==> src/rtl/mlaccel_pkg.sv <==
// Shared definitions for the QPI link front end.
//   lanes_legal()   : true for the supported lane counts (1, 2, 4)
//   bits_per_edge() : data bits transferred per serial clock edge
//   RX_ENTRY_W      : receive FIFO entry width, {start flag, data byte}
package mlaccel_pkg;
  localparam int RX_ENTRY_W = 9;

  function automatic bit lanes_legal(input int lanes);
    return (lanes == 1) || (lanes == 2) || (lanes == 4);
  endfunction

  function automatic int bits_per_edge(input int lanes);
    return lanes;
  endfunction
endpackage

==> src/rtl/mlaccel_sync_fifo.sv <==
// Synchronous FIFO with first-word-visible read data.
//   push/wdata : write when not full, or when full and popping the same cycle
//   pop/rdata  : rdata is the head entry; pop is ignored when empty
//   flush      : drops all entries (takes priority over push/pop)
//   full/empty/level : occupancy status; level carries one extra bit
module mlaccel_sync_fifo #(
  parameter int WIDTH = 8,
  parameter int DEPTH = 16
) (
  input  logic                     clock,
  input  logic                     reset,
  input  logic                     push,
  input  logic [WIDTH-1:0]         wdata,
  input  logic                     pop,
  input  logic                     flush,
  output logic [WIDTH-1:0]         rdata,
  output logic                     full,
  output logic                     empty,
  output logic [$clog2(DEPTH):0]   level
);
  localparam int AW = $clog2(DEPTH);

  logic [WIDTH-1:0] mem [DEPTH];
  logic [AW-1:0]    wptr, rptr;
  logic [AW:0]      cnt;
  logic             do_push, do_pop;

  assign empty   = (cnt == '0);
  assign full    = (cnt == (AW+1)'(DEPTH));
  assign level   = cnt;
  assign rdata   = mem[rptr];
  assign do_pop  = pop & ~empty;
  assign do_push = push & (~full | do_pop);

  // Pointers wrap naturally because DEPTH is a power of two.
  always_ff @(posedge clock) begin
    if (reset || flush) begin
      wptr <= '0;
      rptr <= '0;
      cnt  <= '0;
    end else begin
      if (do_push) wptr <= wptr + 1'b1;
      if (do_pop)  rptr <= rptr + 1'b1;
      if (do_push && !do_pop)      cnt <= cnt + 1'b1;
      else if (do_pop && !do_push) cnt <= cnt - 1'b1;
    end
  end

  always_ff @(posedge clock) begin
    if (do_push) mem[wptr] <= wdata;
  end
endmodule

==> src/rtl/mlaccel_qpi_link.sv <==
// QPI slave front end: oversamples pad csb/clk/io in the clock domain,
// deserialises bytes into an RX FIFO and serialises TX FIFO bytes out.
//   qpi_*_di        : pad inputs (csb active-low, serial clock, LANES data)
//   qpi_io_do/_oe   : pad data outputs and per-lane enables
//   qpi_rdy_do      : RX FIFO has at least 2 free entries (registered)
//   qpi_err_do      : low after an RX overflow in the current transaction
//   active          : a transaction is in progress
//   din_*           : received byte stream, din_start marks first byte
//   dout_*          : transmit byte stream, accepted only while active
//   rx_level        : RX FIFO occupancy
module mlaccel_qpi_link
  import mlaccel_pkg::*;
#(
  parameter int LANES       = 4,
  parameter int RX_DEPTH    = 16,
  parameter int TX_DEPTH    = 16,
  parameter int SYNC_STAGES = 2
) (
  input  logic                        clock,
  input  logic                        reset,
  input  logic                        qpi_csb_di,
  input  logic                        qpi_clk_di,
  input  logic [LANES-1:0]            qpi_io_di,
  output logic [LANES-1:0]            qpi_io_do,
  output logic [LANES-1:0]            qpi_io_oe,
  output logic                        qpi_rdy_do,
  output logic                        qpi_err_do,
  output logic                        active,
  output logic                        din_valid,
  input  logic                        din_ready,
  output logic                        din_start,
  output logic [7:0]                  din_data,
  input  logic                        dout_valid,
  output logic                        dout_ready,
  input  logic [7:0]                  dout_data,
  output logic [$clog2(RX_DEPTH):0]   rx_level
);
  localparam int BPE   = bits_per_edge(LANES);
  localparam int EDGES = 8 / BPE;
  localparam int LW    = $clog2(RX_DEPTH) + 1;

  if (!lanes_legal(LANES)) begin : g_bad_lanes
    $error("mlaccel_qpi_link: LANES must be 1, 2 or 4");
  end

  // Pad synchronisers. csb resets to "selected" so that a pad already low
  // when reset releases does not look like a fresh falling edge; only a
  // real high-then-low sequence opens a transaction.
  logic [SYNC_STAGES-1:0]            csb_sync, clk_sync;
  logic [SYNC_STAGES-1:0][LANES-1:0] io_sync;
  logic                              csb_d, clk_d;
  logic                              csb_s, clk_s;
  logic [LANES-1:0]                  io_s;

  always_ff @(posedge clock) begin
    if (reset) begin
      csb_sync <= '0;
      clk_sync <= '0;
      io_sync  <= '0;
      csb_d    <= 1'b0;
      clk_d    <= 1'b0;
    end else begin
      csb_sync <= {csb_sync[SYNC_STAGES-2:0], qpi_csb_di};
      clk_sync <= {clk_sync[SYNC_STAGES-2:0], qpi_clk_di};
      io_sync  <= {io_sync[SYNC_STAGES-2:0], qpi_io_di};
      csb_d    <= csb_s;
      clk_d    <= clk_s;
    end
  end

  assign csb_s = csb_sync[SYNC_STAGES-1];
  assign clk_s = clk_sync[SYNC_STAGES-1];
  assign io_s  = io_sync[SYNC_STAGES-1];

  logic csb_fall, csb_rise, clk_rise, clk_fall;
  assign csb_fall = ~csb_s & csb_d;
  assign csb_rise = csb_s & ~csb_d;
  assign clk_rise = clk_s & ~clk_d;
  assign clk_fall = ~clk_s & clk_d;

  logic       in_txn, first, ovf, oe, rdy, err;
  logic [3:0] rx_cnt, tx_cnt;
  logic [7:0] rx_sh, tx_sh;
  logic       run;
  assign run = in_txn & ~csb_fall & ~csb_rise;

  // RX datapath
  logic [7+LANES:0]      rx_cat;
  logic                  rx_done, rx_pop, rx_drop, rx_full, rx_empty;
  logic [RX_ENTRY_W-1:0] rx_rdata;

  assign rx_cat  = {rx_sh, io_s};
  assign rx_done = run & clk_rise & (rx_cnt == 4'(EDGES-1));
  assign rx_pop  = din_valid & din_ready;
  assign rx_drop = rx_done & rx_full & ~rx_pop;

  mlaccel_sync_fifo #(.WIDTH(RX_ENTRY_W), .DEPTH(RX_DEPTH)) u_rx_fifo (
    .clock (clock),
    .reset (reset),
    .push  (rx_done),
    .wdata ({first, rx_cat[7:0]}),
    .pop   (rx_pop),
    .flush (1'b0),
    .rdata (rx_rdata),
    .full  (rx_full),
    .empty (rx_empty),
    .level (rx_level)
  );

  assign din_valid = ~rx_empty;
  assign din_start = din_valid & rx_rdata[8];
  assign din_data  = din_valid ? rx_rdata[7:0] : 8'h00;

  // TX datapath
  logic                      tx_full, tx_empty, tx_load;
  logic [7:0]                tx_rdata;
  logic [$clog2(TX_DEPTH):0] tx_level_unused;

  assign tx_load    = run & clk_fall & (tx_cnt == 4'd0);
  assign dout_ready = ~tx_full & in_txn;

  mlaccel_sync_fifo #(.WIDTH(8), .DEPTH(TX_DEPTH)) u_tx_fifo (
    .clock (clock),
    .reset (reset),
    .push  (dout_valid & dout_ready),
    .wdata (dout_data),
    .pop   (tx_load & ~tx_empty),
    .flush (csb_rise),
    .rdata (tx_rdata),
    .full  (tx_full),
    .empty (tx_empty),
    .level (tx_level_unused)
  );

  always_ff @(posedge clock) begin
    if (reset) begin
      in_txn <= 1'b0;
      first  <= 1'b0;
      ovf    <= 1'b0;
      oe     <= 1'b0;
      rdy    <= 1'b1;
      err    <= 1'b1;
      rx_cnt <= '0;
      tx_cnt <= '0;
      rx_sh  <= '0;
      tx_sh  <= '0;
    end else begin
      rdy <= (rx_level <= LW'(RX_DEPTH - 2));
      err <= ~ovf;
      if (csb_fall) begin
        in_txn <= 1'b1;
        first  <= 1'b1;
        ovf    <= 1'b0;
        rx_cnt <= '0;
        tx_cnt <= '0;
      end else if (csb_rise) begin
        // Partial RX byte is dropped by clearing the count; TX is idled.
        in_txn <= 1'b0;
        ovf    <= 1'b0;
        rx_cnt <= '0;
        tx_cnt <= '0;
        tx_sh  <= '0;
        oe     <= 1'b0;
      end else if (in_txn) begin
        if (clk_rise) begin
          rx_sh <= rx_cat[7:0];
          if (rx_cnt == 4'(EDGES-1)) begin
            rx_cnt <= '0;
            first  <= 1'b0;
            if (rx_drop) ovf <= 1'b1;
          end else begin
            rx_cnt <= rx_cnt + 4'd1;
          end
        end
        if (clk_fall) begin
          // At a byte boundary an empty TX FIFO yields an idle slot.
          if (tx_cnt == 4'd0) begin
            tx_sh <= tx_empty ? 8'h00 : tx_rdata;
            oe    <= ~tx_empty;
          end else begin
            tx_sh <= tx_sh << BPE;
          end
          tx_cnt <= (tx_cnt == 4'(EDGES-1)) ? 4'd0 : tx_cnt + 4'd1;
        end
      end
    end
  end

  assign qpi_io_do  = tx_sh[7 -: LANES];
  assign qpi_io_oe  = {LANES{oe}};
  assign qpi_rdy_do = rdy;
  assign qpi_err_do = err;
  assign active     = in_txn;
endmodule

==> config.mk <==
export PLATFORM = sky130hd
export DESIGN_NAME = mlaccel_qpi_link
export DESIGN_NICKNAME = d
export VERILOG_FILES = /design/src/rtl/mlaccel_pkg.sv /design/src/rtl/mlaccel_sync_fifo.sv /design/src/rtl/mlaccel_qpi_link.sv
export SDC_FILE = /design/constraint.sdc
export NUM_CORES = 1
export LEC_CHECK = 0
export CORE_MARGIN = 1
export CORE_UTILIZATION = 40
export DETAILED_ROUTE_END_ITERATION = 16
export SETUP_SLACK_MARGIN = 0.02
export SYNTH_ARGS = -nofsm -noshare
export SYNTH_HDL_FRONTEND = slang
export SYNTH_HIERARCHICAL = 1
export SYNTH_SLANG_ARGS = --single-unit
export TNS_END_PERCENT = 100
==> constraint.sdc <==
create_clock -name clock -period 9.71 [get_ports clock]
set_clock_uncertainty 0.15 [all_clocks]
set_input_delay 1.942 -clock clock [delete_from_list [all_inputs] [get_ports clock]]
set_output_delay 1.942 -clock clock [all_outputs]
set_load 0.02 [all_outputs]
Word level (Yosys, flattened, before mapping)
Memory sizes are Yosys's and may differ from the RTL's. A register that Yosys moved wholly into a read port is not among the register bits.
Cells that the tools add are included.
- word-level logic and storage cells: 135
- bits in writable memories: 272
- register bits after elaboration: 66
- memories: 2
- input port bits: 18
- output and inout port bits: 27
- bitwise logic cells: 35
- reductions and logical operators: 29
- mux-type cells: 31
- equal/unequal tests: 5
- add/sub/neg operators: 10
- $lt $le $gt $ge: 1
- memories (memory ; words ; width ; read ports ; clocked after Yosys merged registers in ; write ports ; line ; RTL):
    u_rx_fifo.mem ; 16 ; 9 ; 1 ; 1 ; 1 ; mlaccel_sync_fifo.sv:23 ; logic [WIDTH-1:0] mem [DEPTH];
    u_tx_fifo.mem ; 16 ; 8 ; 1 ; 1 ; 1 ; mlaccel_sync_fifo.sv:23 ;
- operator list (cell ; number):
    $mux W8 ; 6
    $add A4 B1 Y4 const B ; 6
    $mux W4 ; 6
    $and A1 B1 Y1 ; 21
    $mux W5 ; 4
    $reduce_bool A2 Y1 ; 9
    $reduce_and A4 Y1 ; 4
    $mux W1 ; 15
    $not A1 Y1 ; 12
    $add A5 B1 Y5 const B ; 2
    $eq A5 B5 Y1 const B ; 2
    $logic_not A5 Y1 ; 2
    $sub A5 B1 Y5 const B ; 2
    $eq A4 B1 Y1 const B ; 2
    $le A5 B4 Y1 const B ; 1
    $logic_and A1 B1 Y1 ; 4
    $logic_not A1 Y1 ; 4
    $logic_not A4 Y1 ; 1
    $reduce_and A2 Y1 ; 2
    $reduce_and A3 Y1 ; 1
    $reduce_or A3 Y1 ; 1
    $ne A2 B2 Y1 const B ; 1
    $or A1 B1 Y1 ; 2
    $logic_or A1 B1 Y1 ; 1

Depth between registers and ports, before layout
Gate-level depths: netlist (run 1).
- word-level depth: 15
- gate-level depth with buffers: 15
- mapped depth without buffers: 13

Modules after synthesis
Netlist (run 1), hierarchy kept.
- by module, submodules not included (module ; times used ; seq. area each (µm²) ; area each (µm²) ; cells an instance):
    mlaccel_sync_fifo (u_rx_fifo) ; 1 ; 4664.5 ; 6373.6 ; 335
    mlaccel_sync_fifo (u_tx_fifo) ; 1 ; 4184.0 ; 5809.3 ; 321
    mlaccel_qpi_link ; 1 ; 800.8 ; 1674.1 ; 179

Least setup slack after synthesis (run 1)
No wires, ideal clock.
- path type: in2reg
- from: input din_ready
- to: register u_rx_fifo.cnt[3], in the netlist u_rx_fifo/level[3]
- arrival: 3890 ps
- required time: 9438 ps
- path slack: 5548 ps
- stages: 9
- path through: nor2b_1 o21ai_2 ha_1 inv_1 ha_1 a21o_1 a21oi_1 nor4_1 a311o_1
- longest elaborated chain between the ends: 7
- elaborated cells between the ends (all ways): 10
- those cells by class: mux: 1; bitwise: 4; reduce/logical: 5
- RTL lines (element ; line ; RTL):
    start, declared ; mlaccel_qpi_link.sv:30 ; input logic din_ready,
    $and A1 B1 Y1 (*) ; mlaccel_qpi_link.sv:94 ; assign rx_pop = din_valid & din_ready;
    $and A1 B1 Y1 (*) ; mlaccel_sync_fifo.sv:32 ; assign do_pop = pop & ~empty;
    $or A1 B1 Y1 ; mlaccel_sync_fifo.sv:33 ; assign do_push = push & (~full | do_pop);
    $and A1 B1 Y1 ; mlaccel_sync_fifo.sv:33 ;
    $logic_not A1 Y1 ; mlaccel_sync_fifo.sv:45 ; else if (do_pop && !do_push) cnt <= cnt - 1'b1;
    $logic_and A1 B1 Y1 ; mlaccel_sync_fifo.sv:45 ;
    $reduce_bool A2 Y1 (no source line) ; n/a ;
    end signal, assigned ; mlaccel_sync_fifo.sv:44 ; if (do_push && !do_pop) cnt <= cnt + 1'b1;
    end signal, assigned ; mlaccel_sync_fifo.sv:45 ;
    end, declared ; mlaccel_sync_fifo.sv:25 ; logic [AW:0] cnt;
Every way passes the cells marked *; elsewhere a longest branch is shown, timed or not.
A chain may end at the register's enable or synchronous reset.

==> metrics, run 1 <==
Root Driver clkbuf_16; drt pass-1 iters 4; Sw Ratio about a fifth; max_slew headroom about an eighth; post-route setup slack about 4.5 ns; area share of the largest cell type after synthesis 58.9%; DR vias just over 7000; CTS clk-pin slew, worst paths roughly 0.06 ns; synth top area cells edfxtp_1, mux4_2, dfxtp_1, a22oi_1, ha_1; CTS resizes 0; required time worst endpoint approximately 7.6 ns; Hold Buf Count CTS 0; core area between 0.03 and 0.04 mm2; vias in the first global route about 7400; Avg Cell Area, Syn about 17 um2; Final ANT Viol Nets 0; Max-cap violations 0; initial antenna violation count 0; largest net degree at the start of global routing 37; grt ovf 0; HPWL Detailed approximately 17 mm; final wirelength roughly 27 mm; status complete, no violations; # fillers 2886; Worst setup EP type primary output; Synth cell types 62; Ys Warns 6; starting density of the core 41.0%; die height around 190 um; CP Class reg -> out; Setup crit start kind flop; top layer reached by signal wires met4; Final Net Count 918; Post-CTS Setup Bufs 0; routed wl met3 approximately 1.1 mm; P_leak 0.00501 uW; RR Startpoint u_rx_fifo/level[0]$_SDFFE_PP0P_; FMAX about 190 MHz; Layout area overhead 15.1%; post-synthesis sequential area ratio a little over two thirds; Power Density ~190 mW/mm2; max-slew violation count 0; synth cell count leaders edfxtp_1, dfxtp_1, mux4_2, nor2_1; Clk Latency, worst-skew pair ~0.54 ns; Fin. Hold Viols 0; VDD IR max ~150 uV; Num CTS Buffers 38; vias per cell between 5 and 6; Setup TNS Final 0 ns; count leader, synth edfxtp_1; RePlAce Congestion around 0.77; die area around 0.035 mm2; layout cells sized above 1 17.3%; CTS HTree Levels 2; Sink Count 346; ys flop type edfxtp_1; Yosys reg bits roughly 350; met2 WL roughly 13 mm; Final Critical Period 5.19 ns; Max FO, Critical Path 36; # setup viols final 0; TritonCTS clock tree yes; power share of the clock group 46.7%; drc violations 0; asr flop ratio synth 0%; Ports 45; CP Capture Point din_data[1]; number of DRC markers after the initial detailed-route iteration between 400 and 500; switching power total 593 uW; pre-CTS setup slack roughly 4.6 ns; Hold/Removal Path Class reg -> reg; Die X between 150 and 200 um; R2R cell count 12; sequential share of power between 50% and 60%; RSZ-0062 raised after global routing no; top cell type by total area after synthesis edfxtp_1; Metal-1 WL between 10 and 15 mm; power share of the combinational group under 10%; # rows 67; synthesized cell area around 0.014 mm2; All-Layer GR Usage 16.0%; Clock Tree Buf Depth 3; post-synthesis instance total between 800 and 900; crit share post-route a little over half; Critical Path AT between 3 and 4 ns; Avg WL per Cell between 20 and 25 um; Worst Tran Pin Value approximately 1.3 ns; Int Power 2460 uW; EDFF count, synth 272; reg-to-reg setup timing slack roughly 5.6 ns; first-pass GRT wire length ~43 mm; RR Endpoint u_rx_fifo/level[3]$_SDFFE_PP0P_; Ant. Diodes 0; port bufs 44
## stage by stage
step                area (um2)  utilization, %  hold WS, ns  cells  total power [uW]
CTS                      15900            47.2        0.285   1355              3090
global placement         14700            43.5        0.269   1286              1660
global route             16000            47.2        0.295   1355              3150
detailed placement       14700            43.5        0.270   1286              1660
floorplan                13900               -        0.220    836              1640
finish                   16000            47.2        0.284   1355              3050
## power by group through the flow
stage	Sequential, uW	Clock (uW)	Combinational (uW)
final	1600	1420	29.2
after global routing	1600	1520	32.4
after CTS	1600	1460	30.0
after detailed placement	1630	0	29.9
after global placement	1630	0	29.3
after floorplan	1630	0	12.3
## kinds of logic (layout without fill, tap and decap cells)
group                    after synthesis  after routing  synth area share (%)
AND/OR/NAND/NOR                      218            218                  8.39
other                                  1              2                0.0271
multiplexers                          73             73                  11.4
AO/OA/AOI/OAI                         88             88                  4.87
adder cells (fa/ha/maj)               22             22                  2.09
XOR/XNOR                              21             21                  1.33
buffers and inverters                 66            137                  2.25
flip-flops                           346            346                  69.6
## state kept, by name, indices dropped and copies added, names as in the netlist, 2 cells and up, named ones only
signal and flops:
rx_sh 4, u_rx_fifo/rptr 4, u_tx_fifo/level 5, u_rx_fifo/wptr 4, io_s 4, csb_sync 2
u_tx_fifo/wptr 4, tx_cnt 4, io_sync 4, rx_cnt 4, u_tx_fifo/mem 128, tx_sh 8
u_rx_fifo/mem 144, u_tx_fifo/rptr 4, clk_sync 2, u_rx_fifo/level 5
## critical path, cell delays in order (launching register included)
cell	delay, ns
dfxtp_2	0.31
buf_4	0.56
mux4_2	0.64
a22oi_1	0.27
nand2_1	0.08
nor2b_1	0.13
clkdlybuf4s50_1	0.56
## cells in the final DEF (no fill, tap or decap), drive strengths merged, types with 12 or more instances in the layout
cell type,netlist,final
ha,20,20
dfxtp,74,74
nor2b,29,29
nor2,64,64
xor2,12,12
nand3,26,26
mux4,68,68
clkdlybuf4s50,0,43
nand2,34,34
inv,14,16
a21oi,20,20
a22oi,34,34
edfxtp,272,272
clkbuf,29,52
## how the worst min path moves through the flow
| stage | from | to | slack [ns] | depth (start not counted) |
|---|---|---|---|---|
| finish | clk_sync[0]$_SDFF_PP0_ | clk_sync[1]$_SDFF_PP0_ | 0.28 | 1 |
| global route | clk_sync[0]$_SDFF_PP0_ | clk_sync[1]$_SDFF_PP0_ | 0.30 | 1 |
| CTS | clk_sync[0]$_SDFF_PP0_ | clk_sync[1]$_SDFF_PP0_ | 0.28 | 1 |
| detailed placement | clk_sync[0]$_SDFF_PP0_ | clk_sync[1]$_SDFF_PP0_ | 0.27 | 1 |
| global placement | clk_sync[0]$_SDFF_PP0_ | clk_sync[1]$_SDFF_PP0_ | 0.27 | 1 |
| floorplan | ovf$_SDFFE_PP0P_ | qpi_err_do$_SDFF_PP1_ | 0.22 | 1 |
## area by class of cell
class                           instances  area (um2)  area share, %
Clock buffer                           52        1020           6.42
Multi-Input combinational cell        424        3920           24.6
Clock inverter                         17         230           1.44
Sequential cell                       346        9650           60.5
Timing Repair Buffer                   54         510           3.20
Inverter                               14        52.6          0.329
Tap cell                              448         561           3.51
## metal layers
metal / vias to the layer above / track usage, %
met5: - / 0
li1: 3319 / -
met3: 36 / 2.55
met2: 140 / 26.4
met1: 3617 / 21.9
met4: 0 / 4.60
Power figures use the tool's default switching activity.
==> inputs of run 2 (changes only) <==
Clock period 9.71 ns to 5.4 ns, I/O delays scaled along.
==> metrics, run 2 (same netlist as run 1, synthesis figures left out) <==
Worst setup EP type primary output; Die X around 190 um; required time worst endpoint ~4.2 ns; Root Driver clkbuf_16; RePlAce Congestion 0.768; biggest regs u_rx_fifo/mem: 144 flops, u_tx_fifo/mem: 128 flops, tx_sh: 8 flops; Critical Path AT about 3.1 ns; drt pass-1 iters 5; Power Density 341 mW/mm2; Metal-1 WL 12.3 mm; vias per cell 5.19; CP Class reg -> out; layout cells sized above 1 between 10% and 20%; Ports 45; RSZ-0062 raised after global routing no; Max FO, Critical Path 36; Hold Buf Count CTS 0; WHS between 0.2 and 0.3 ns; # rows between 60 and 70; CTS resizes 0; drc violations 0; Ant. Diodes 0; CTS HTree Levels 2; Setup TNS Final 0 ns; core area between 0.03 and 0.04 mm2; Final Critical Period 4.34 ns; port bufs 44; Final ANT Viol Nets 0; Avg WL per Cell 20.0 um; HPWL Detailed between 15 and 20 mm; initial antenna violation count 0; CTS clk-pin slew, worst paths 0.06 ns; met2 WL about 13 mm; Clk Latency, worst-skew pair between 0.5 and 0.6 ns; Fin. Hold Viols 0; All-Layer GR Usage between 10% and 20%; most frequent cells in the layout edfxtp_1, dfxtp_1, mux4_2; Sink Count about 350; # fillers 2891; vias in the first global route ~7100; P_leak around 0.005 uW; FMAX ~230 MHz; largest net degree at the start of global routing 37; commonest non-fill, non-tap cell in the layout edfxtp_1; Post-CTS Setup Bufs 0; max FFs per register approximately 140; TritonCTS clock tree yes; crit share post-route between 80% and 90%; VDD IR max 271 uV; Setup crit start kind flop; Largest Register u_rx_fifo/mem; Clock Tree Buf Depth 3; max_slew headroom about 35%; final wirelength 27.1 mm; die area about 0.035 mm2; # setup viols final 0; Final Net Count a little over 900; max-slew violation count 0; Num CTS Buffers 38; DR vias 7037; Hold/Removal Path Class reg -> reg; routed wl met3 between 1 and 1.5 mm; first-pass GRT wire length 42.0 mm; grt ovf 0; top layer reached by signal wires met4; die height roughly 190 um; status complete, no violations; Worst Tran Pin Value between 0.9 and 1 ns; starting density of the core a little over 40%; Max-cap violations 0; number of DRC markers after the initial detailed-route iteration approximately 420; Layout area overhead 14.9%
-- run 2: cell count changes in the layout (fill, tap and decap cells not counted), sizes merged --
| cell | change |
|---|---|
| buf | +1 |
| bufinv | -2 |
| clkbuf | +1 |
| inv | -1 |
| clkinv | +2 |
-- run 2: path summary, 6_finish.rpt --
kind	startpoint	endpoint	slack, ns	depth (start not counted)
worst min-delay path	ovf$_SDFFE_PP0P_	qpi_err_do$_SDFF_PP1_	0.28	1
worst min register to register	ovf$_SDFFE_PP0P_	qpi_err_do$_SDFF_PP1_	0.28	1
worst max-delay path	flop	din_data[0]	1.06	6
worst max register to register	u_rx_fifo/level[0]$_SDFFE_PP0P_	u_rx_fifo/level[3]$_SDFFE_PP0P_	1.35	12
-- run 2: routing by layer --
| layer | GRT usage (%) | vias to the layer above |
|---|---|---|
| li1 | - | 3315 |
| met1 | 21.8 | 3547 |
| met2 | 25.6 | 140 |
| met3 | 2.51 | 35 |
| met4 | 3.97 | 0 |
| met5 | 0 | - |
-- run 2: final cells by class --
type | count | area, um2 | area share, %
repair buffers | 55 | 518 | 3.25
inverters | 14 | 52.6 | 0.330
multi-input cells | 424 | 3920 | 24.6
clock buffers | 53 | 1060 | 6.65
flip-flops and latches | 346 | 9650 | 60.6
clock inverters | 16 | 163 | 1.02
well taps | 448 | 561 | 3.52
-- run 2: metrics by stage --
step	utilization [%]	instances	total power [uW]	area [um2]	setup slack, ns
3_5_place_dp	43.5	1287	2980	14700	1.33
5_1_grt	47.1	1356	5600	15900	0.859
3_3_place_gp	43.5	1287	2980	14700	1.43
2_1_floorplan	-	836	2950	13900	1.52
4_1_cts	47.1	1356	5490	15900	0.970
6_report	47.1	1356	5430	15900	1.06
-- run 2: power breakdown --
part           switching (uW)  leakage [uW]  total [uW]  internal (uW)
clock network            1020      0.000593        2500           1480
logic                    33.8       0.00142        52.5           18.7
registers                8.98       0.00301        2870           2860
total                    1070       0.00502        5430           4360
-- run 2: critical path, stage by stage (launching register included) --
cell and delay [ns]:
dfxtp_2 0.31, buf_4 0.57, mux4_2 0.59, a22oi_1 0.29, nand2_1 0.11, nor2b_1 0.14
clkdlybuf4s50_1 0.56
